File: config.mk
export PLATFORM = sky130hd
export DESIGN_NAME = color_box_tracker
export DESIGN_NICKNAME = d
export VERILOG_FILES = /design/src/rtl/color_box_tracker.sv
export SDC_FILE = /design/constraint.sdc
export NUM_CORES = 1
export LEC_CHECK = 0
export ABC_AREA = 0
export CORE_AREA = 2 2 132 134
export DETAILED_ROUTE_END_ITERATION = 12
export DIE_AREA = 0 0 134 136
export MAX_ROUTING_LAYER = met4
export PLACE_DENSITY = 0.87
export SYNTH_ARGS = -nofsm -noshare
export SYNTH_HDL_FRONTEND = slang
export SYNTH_SLANG_ARGS = --single-unit
File: constraint.sdc
create_clock -name clock -period 5.34 [get_ports clock]
set_clock_uncertainty 0.1 [all_clocks]
set_input_delay 0.534 -clock clock [delete_from_list [all_inputs] [get_ports clock]]
set_output_delay 0.534 -clock clock [all_outputs]
set_load 0.02 [all_outputs]
File: src/rtl/color_box_tracker.sv
// Streaming colour classifier: adds one cycle of delay to the pixel stream and tracks the
// bounding box of threshold-matching pixels. It can draw the previous frame's box into the stream.
module color_box_tracker #(
    parameter int unsigned           DATA_WIDTH = 10,
    parameter int unsigned           X_WIDTH    = 11,
    parameter int unsigned           Y_WIDTH    = 11,
    parameter int unsigned           H_ACT      = 640,
    parameter int unsigned           V_ACT      = 480,
    parameter int unsigned           CNT_WIDTH  = 19,
    parameter int unsigned           MIN_PIXELS = 64,
    parameter logic [DATA_WIDTH-1:0] BOX_R      = '0,
    parameter logic [DATA_WIDTH-1:0] BOX_G      = '1,
    parameter logic [DATA_WIDTH-1:0] BOX_B      = '0
) (
    input  logic                  clock,
    input  logic                  reset,
    input  logic                  in_valid,
    input  logic [X_WIDTH-1:0]    in_x,
    input  logic [Y_WIDTH-1:0]    in_y,
    input  logic [DATA_WIDTH-1:0] in_r,
    input  logic [DATA_WIDTH-1:0] in_g,
    input  logic [DATA_WIDTH-1:0] in_b,
    input  logic [DATA_WIDTH-1:0] thr_r_min,
    input  logic [DATA_WIDTH-1:0] thr_g_max,
    input  logic [DATA_WIDTH-1:0] thr_b_max,
    input  logic                  overlay_en,
    output logic                  out_valid,
    output logic [X_WIDTH-1:0]    out_x,
    output logic [Y_WIDTH-1:0]    out_y,
    output logic [DATA_WIDTH-1:0] out_r,
    output logic [DATA_WIDTH-1:0] out_g,
    output logic [DATA_WIDTH-1:0] out_b,
    output logic                  frame_done,
    output logic                  obj_found,
    output logic [X_WIDTH-1:0]    box_x_min,
    output logic [X_WIDTH-1:0]    box_x_max,
    output logic [Y_WIDTH-1:0]    box_y_min,
    output logic [Y_WIDTH-1:0]    box_y_max,
    output logic [CNT_WIDTH-1:0]  match_count
);

    // Widened by one bit so an active size equal to 2^WIDTH still compares correctly.
    localparam logic [X_WIDTH:0]     H_ACT_EXT  = (X_WIDTH + 1)'(H_ACT);
    localparam logic [Y_WIDTH:0]     V_ACT_EXT  = (Y_WIDTH + 1)'(V_ACT);
    localparam logic [X_WIDTH-1:0]   X_LAST     = X_WIDTH'(H_ACT - 1);
    localparam logic [Y_WIDTH-1:0]   Y_LAST     = Y_WIDTH'(V_ACT - 1);
    localparam logic [CNT_WIDTH-1:0] CNT_MAX    = '1;
    localparam logic [CNT_WIDTH:0]   MIN_EXT    = (CNT_WIDTH + 1)'(MIN_PIXELS);

    // Pixel classification
    logic active;
    logic match;
    logic end_of_frame;

    always_comb begin
        active       = in_valid && ({1'b0, in_x} < H_ACT_EXT) && ({1'b0, in_y} < V_ACT_EXT);
        match        = active && (in_r >= thr_r_min) && (in_g <= thr_g_max) && (in_b <= thr_b_max);
        end_of_frame = active && (in_x == X_LAST) && (in_y == Y_LAST);
    end

    // Accumulators
    logic [X_WIDTH-1:0]   acc_x_min_q, acc_x_min_d;
    logic [X_WIDTH-1:0]   acc_x_max_q, acc_x_max_d;
    logic [Y_WIDTH-1:0]   acc_y_min_q, acc_y_min_d;
    logic [Y_WIDTH-1:0]   acc_y_max_q, acc_y_max_d;
    logic [CNT_WIDTH-1:0] acc_cnt_q,   acc_cnt_d;

    // Frame totals that include the current pixel
    logic [X_WIDTH-1:0]   fin_x_min, fin_x_max;
    logic [Y_WIDTH-1:0]   fin_y_min, fin_y_max;
    logic [CNT_WIDTH-1:0] fin_cnt;

    // NOTE: every signal gets a default at the top of always_comb so no path can infer a latch.
    always_comb begin
        fin_x_min = acc_x_min_q;
        fin_x_max = acc_x_max_q;
        fin_y_min = acc_y_min_q;
        fin_y_max = acc_y_max_q;
        fin_cnt   = acc_cnt_q;
        if (match) begin
            if (in_x < acc_x_min_q) fin_x_min = in_x;
            if (in_x > acc_x_max_q) fin_x_max = in_x;
            if (in_y < acc_y_min_q) fin_y_min = in_y;
            if (in_y > acc_y_max_q) fin_y_max = in_y;
            if (acc_cnt_q != CNT_MAX) fin_cnt = acc_cnt_q + CNT_WIDTH'(1);
        end
    end

    always_comb begin
        acc_x_min_d = fin_x_min;
        acc_x_max_d = fin_x_max;
        acc_y_min_d = fin_y_min;
        acc_y_max_d = fin_y_max;
        acc_cnt_d   = fin_cnt;
        if (end_of_frame) begin
            acc_x_min_d = '1;
            acc_x_max_d = '0;
            acc_y_min_d = '1;
            acc_y_max_d = '0;
            acc_cnt_d   = '0;
        end
    end

    // Published per-frame results
    logic                  frame_done_q,  frame_done_d;
    logic                  obj_found_q,   obj_found_d;
    logic [X_WIDTH-1:0]    box_x_min_q,   box_x_min_d;
    logic [X_WIDTH-1:0]    box_x_max_q,   box_x_max_d;
    logic [Y_WIDTH-1:0]    box_y_min_q,   box_y_min_d;
    logic [Y_WIDTH-1:0]    box_y_max_q,   box_y_max_d;
    logic [CNT_WIDTH-1:0]  match_count_q, match_count_d;

    always_comb begin
        frame_done_d  = end_of_frame;
        obj_found_d   = obj_found_q;
        box_x_min_d   = box_x_min_q;
        box_x_max_d   = box_x_max_q;
        box_y_min_d   = box_y_min_q;
        box_y_max_d   = box_y_max_q;
        match_count_d = match_count_q;
        if (end_of_frame) begin
            match_count_d = fin_cnt;
            if ({1'b0, fin_cnt} >= MIN_EXT) begin
                obj_found_d = 1'b1;
                box_x_min_d = fin_x_min;
                box_x_max_d = fin_x_max;
                box_y_min_d = fin_y_min;
                box_y_max_d = fin_y_max;
            end else begin
                obj_found_d = 1'b0;
                box_x_min_d = '0;
                box_x_max_d = '0;
                box_y_min_d = '0;
                box_y_max_d = '0;
            end
        end
    end

    // Overlay decision always uses the box published before this edge
    logic on_col;
    logic on_row;
    logic draw_box;

    always_comb begin
        on_col   = ((in_x == box_x_min_q) || (in_x == box_x_max_q))
                   && (in_y >= box_y_min_q) && (in_y <= box_y_max_q);
        on_row   = ((in_y == box_y_min_q) || (in_y == box_y_max_q))
                   && (in_x >= box_x_min_q) && (in_x <= box_x_max_q);
        draw_box = overlay_en && obj_found_q && active && (on_col || on_row);
    end

    // Output pipeline stage
    logic                  out_valid_q, out_valid_d;
    logic [X_WIDTH-1:0]    out_x_q,     out_x_d;
    logic [Y_WIDTH-1:0]    out_y_q,     out_y_d;
    logic [DATA_WIDTH-1:0] out_r_q,     out_r_d;
    logic [DATA_WIDTH-1:0] out_g_q,     out_g_d;
    logic [DATA_WIDTH-1:0] out_b_q,     out_b_d;

    always_comb begin
        out_valid_d = in_valid;
        out_x_d     = in_x;
        out_y_d     = in_y;
        out_r_d     = draw_box ? BOX_R : in_r;
        out_g_d     = draw_box ? BOX_G : in_g;
        out_b_d     = draw_box ? BOX_B : in_b;
    end

    // NOTE: sequential state uses non-blocking assignments so every flop samples pre-edge values.
    always_ff @(posedge clock) begin
        if (reset) begin
            acc_x_min_q   <= '1;
            acc_x_max_q   <= '0;
            acc_y_min_q   <= '1;
            acc_y_max_q   <= '0;
            acc_cnt_q     <= '0;
            frame_done_q  <= 1'b0;
            obj_found_q   <= 1'b0;
            box_x_min_q   <= '0;
            box_x_max_q   <= '0;
            box_y_min_q   <= '0;
            box_y_max_q   <= '0;
            match_count_q <= '0;
            out_valid_q   <= 1'b0;
            out_x_q       <= '0;
            out_y_q       <= '0;
            out_r_q       <= '0;
            out_g_q       <= '0;
            out_b_q       <= '0;
        end else begin
            acc_x_min_q   <= acc_x_min_d;
            acc_x_max_q   <= acc_x_max_d;
            acc_y_min_q   <= acc_y_min_d;
            acc_y_max_q   <= acc_y_max_d;
            acc_cnt_q     <= acc_cnt_d;
            frame_done_q  <= frame_done_d;
            obj_found_q   <= obj_found_d;
            box_x_min_q   <= box_x_min_d;
            box_x_max_q   <= box_x_max_d;
            box_y_min_q   <= box_y_min_d;
            box_y_max_q   <= box_y_max_d;
            match_count_q <= match_count_d;
            out_valid_q   <= out_valid_d;
            out_x_q       <= out_x_d;
            out_y_q       <= out_y_d;
            out_r_q       <= out_r_d;
            out_g_q       <= out_g_d;
            out_b_q       <= out_b_d;
        end
    end

    assign out_valid   = out_valid_q;
    assign out_x       = out_x_q;
    assign out_y       = out_y_q;
    assign out_r       = out_r_q;
    assign out_g       = out_g_q;
    assign out_b       = out_b_q;
    assign frame_done  = frame_done_q;
    assign obj_found   = obj_found_q;
    assign box_x_min   = box_x_min_q;
    assign box_x_max   = box_x_max_q;
    assign box_y_min   = box_y_min_q;
    assign box_y_max   = box_y_max_q;
    assign match_count = match_count_q;

endmodule
==> impl_metrics.json <==
{
  "outcome": "completed",
  "endpoint_arrival_time_on_the_critical_path_ns": 4.52,
  "yosys_register_bits": 181,
  "maxClockFrequency_mhz": 231,
  "wl_per_cell_um": 17.4,
  "cts_hold_buffers": 0,
  "layout-area-overhead-vs-synth_pct": 31.2,
  "avg_vias_per_cell": 5.58,
  "vias_in_the_first_global_route": 7921,
  "global_route.overflow_total": 0,
  "end_kind": "register",
  "cts_tree": "yes",
  "yosys.area.top_type_share_pct": 39.8,
  "final-hold-violation-count": 0,
  "dpl.cell_count": 1383,
  "timing.slew.headroom_pct": 45.0,
  "layoutNonFillerInstCount": 1416,
  "layout.cells.most_common": "sky130_fd_sc_hd__clkdlybuf4s50_1",
  "swShare_pct": 25.5,
  "cts_sinks": 181,
  "whs_ns": 0.377,
  "p_int_mw": 2.21,
  "power_density_nw_per_um2": 248,
  "vias": 7901,
  "max_cap_viol_count": 0,
  "post_synth_num_cell_types": 55,
  "setup_viol": 0,
  "report.final.slew_viol_count": 0,
  "crit_type": "in -> reg",
  "dp_hpwl_um": 18000,
  "startpoint": "in_g[5]",
  "postSynthNetCount": 1184,
  "post_synth_instance_area_sq_um": 9100,
  "design.core.area_sq_um": 16900,
  "fp-row-count": 48,
  "yosysTopAreaCell": "sky130_fd_sc_hd__dfxtp_1",
  "post-route-min-period_ns": 4.32,
  "synth_seq_area_share_pct": 39.8,
  "wire_length_of_the_first_global_routing_pass_um": 39100,
  "type_of_the_tightest_min_delay_check": "reg -> reg",
  "min_from": "acc_x_min_q[10]",
  "antenna_found_initial": 1,
  "number_of_buffers_inserted_by_port_buffering": 203,
  "ys_top_cells_by_area": "sky130_fd_sc_hd__dfxtp_1 (40%), sky130_fd_sc_hd__ha_1 (16%), sky130_fd_sc_hd__inv_1 (4.9%)",
  "yosysWarningCount": 0,
  "critPathLaunchType": "primary input",
  "final_net_count": 1380,
  "clock_tree.buffer_depth": 2,
  "final.fill_count": 1249,
  "start_util_pct": 53.9,
  "grt_start_max_net_pins": 76,
  "p_total_mw": 2.96,
  "drtPass1Iterations": 7,
  "cts_post_setup_buffers_inserted": 0,
  "clkLatencyLatePin_ns": 0.44,
  "switching_power_mw": 0.754,
  "cts.clk_slew.worst_paths_ns": 0.06,
  "cts_repair_resizes": 0,
  "final_cell_mix": "sky130_fd_sc_hd__clkdlybuf4s50_1 (202), sky130_fd_sc_hd__dfxtp_1 (181), sky130_fd_sc_hd__inv_1 (118)",
  "cts_buffers": 17,
  "totalWireLength_um": 24700,
  "grt_usage_pct": 28.1,
  "path_max_fanout": 24,
  "comb_power_share_pct": 12.1,
  "r2r_start": "acc_cnt_q[0]",
  "timing.critical_path.required_ns": 5.53,
  "die_width_um": 134,
  "post_synth.cell_area_avg_sq_um": 9.27,
  "synth_edf_count": 0,
  "vdd.ir_drop.worst_v": 0.000230,
  "post_synth_inst_count": 981,
  "drc": 0,
  "htreeDepth": 4,
  "clockRootBuffer": "sky130_fd_sc_hd__clkbuf_16",
  "seqPwrFrac_pct": 46.5,
  "boundaryPins": 204,
  "grt_setup_unrepaired": "false",
  "synth_async_sr_flop_share_pct": 0,
  "detailedRoute.firstIterationViolations": 501,
  "die-area_sq_um": 18200,
  "synth_ff_type": "sky130_fd_sc_hd__dfxtp_1",
  "layout_worst_path_cycle_share_pct": 81.0,
  "total_leakage_power_nw": 4.88,
  "timing_worst_slew_pin_value_ns": 0.826,
  "power_frac_clock_pct": 41.3,
  "tns_ns": 0,
  "gp_congestion": 0.905,
  "post_route_cells_drive_above_1_share_pct": 6.97,
  "die-height_um": 136,
  "ant_nets": 0
}
[sequential cells by signal (all words and copies together) (netlist names), 11 cells and up]
| name | count |
|---|---|
| acc_cnt_q | 19 |
| acc_x_max_q | 11 |
| acc_x_min_q | 11 |
| acc_y_max_q | 11 |
| acc_y_min_q | 11 |
| box_x_max | 11 |
| box_x_min | 11 |
| box_y_max | 11 |
| box_y_min | 11 |
| match_count | 19 |
| out_x | 11 |
| out_y | 11 |
[per-stage QoR]
| stage | utilization (%) | setup slack, ns | cell area [sq um] |
|---|---|---|---|
| 2_1_floorplan | - | 1.71 | 9100 |
| 3_3_place_gp | 67.4 | 0.660 | 11400 |
| 6_report | 70.7 | 1.02 | 11900 |
| 5_1_grt | 70.7 | 0.915 | 11900 |
| 4_1_cts | 70.7 | 1.04 | 11900 |
| 3_5_place_dp | 67.4 | 0.581 | 11400 |
[logic make-up after synthesis]
kind of cell | synth area share, %
xor gates and xnor gates | 1.83
and+or+nand+nor | 16.4
AOI/OAI and AO/OA | 14.1
buffers and inverters | 6.93
DFF | 39.8
muxes | 4.84
adders and majority gates | 16.1
[power by group through the flow]
| stage | registers (mW) | logic [mW] | clock network, mW |
|---|---|---|---|
| floorplan | 1.44 | 0.144 | 0 |
| global placement | 1.41 | 0.345 | 0 |
| detailed placement | 1.41 | 0.353 | 0 |
| CTS | 1.38 | 0.357 | 1.24 |
| global route | 1.38 | 0.390 | 1.29 |
| finish | 1.38 | 0.358 | 1.22 |
[routing by layer]
layer	wire length (um)	global-route usage (%)	part of all wire, %	up-vias
li1	-	-	-	3837
met1	10800	33.3	44	3688
met2	11700	46.9	47	320
met3	1620	5.22	6.6	56
met4	620	11.9	2.5	0
met5	0	-	0	-
[Yosys cell counts (23+ instances only)]
master / count
sky130_fd_sc_hd__a211oi_1: 23
sky130_fd_sc_hd__a21oi_1: 27
sky130_fd_sc_hd__clkbuf_1: 29
sky130_fd_sc_hd__dfxtp_1: 181
sky130_fd_sc_hd__ha_1: 117
sky130_fd_sc_hd__inv_1: 118
sky130_fd_sc_hd__mux2i_1: 44
sky130_fd_sc_hd__nand2_1: 52
sky130_fd_sc_hd__nand4_1: 26
sky130_fd_sc_hd__nor2_1: 84
sky130_fd_sc_hd__nor2b_1: 31
sky130_fd_sc_hd__nor3_1: 23
sky130_fd_sc_hd__o21ai_0: 25
sky130_fd_sc_hd__o22ai_1: 30
[cell type report]
cell class,count,area (sq um),area share [%]
clock buffers,19,443,3.71
well taps,225,282,2.36
diodes,1,2.50,0.0210
inverters,118,443,3.71
repair buffers,217,2140,18.0
clock inverters,13,124,1.04
flip-flops and latches,181,3620,30.4
multi-input cells,642,4880,40.8
[critical path: stages]
cell and delay, ns:
sky130_fd_sc_hd__clkdlybuf4s50_1 0.46, sky130_fd_sc_hd__ha_1 0.35, sky130_fd_sc_hd__a21oi_1 0.17, sky130_fd_sc_hd__o21ai_1 0.09, sky130_fd_sc_hd__a2111oi_2 0.48, sky130_fd_sc_hd__o221ai_2 0.39
sky130_fd_sc_hd__or4_1 0.59, sky130_fd_sc_hd__a22o_1 0.23, sky130_fd_sc_hd__or4_4 0.54, sky130_fd_sc_hd__o21ai_4 0.17, sky130_fd_sc_hd__buf_4 0.36, sky130_fd_sc_hd__o22ai_1 0.14
[worst paths after layout]
check / to / slack [ns] / depth (start not counted)
min reg2reg: acc_x_min_q[10] / 0.38 / 2
max reg2reg: box_x_min[10] / 1.67 / 10
max: box_x_min[10] / 1.02 / 12
min: acc_x_min_q[10] / 0.38 / 2
(Power assumes the default switching activity.)
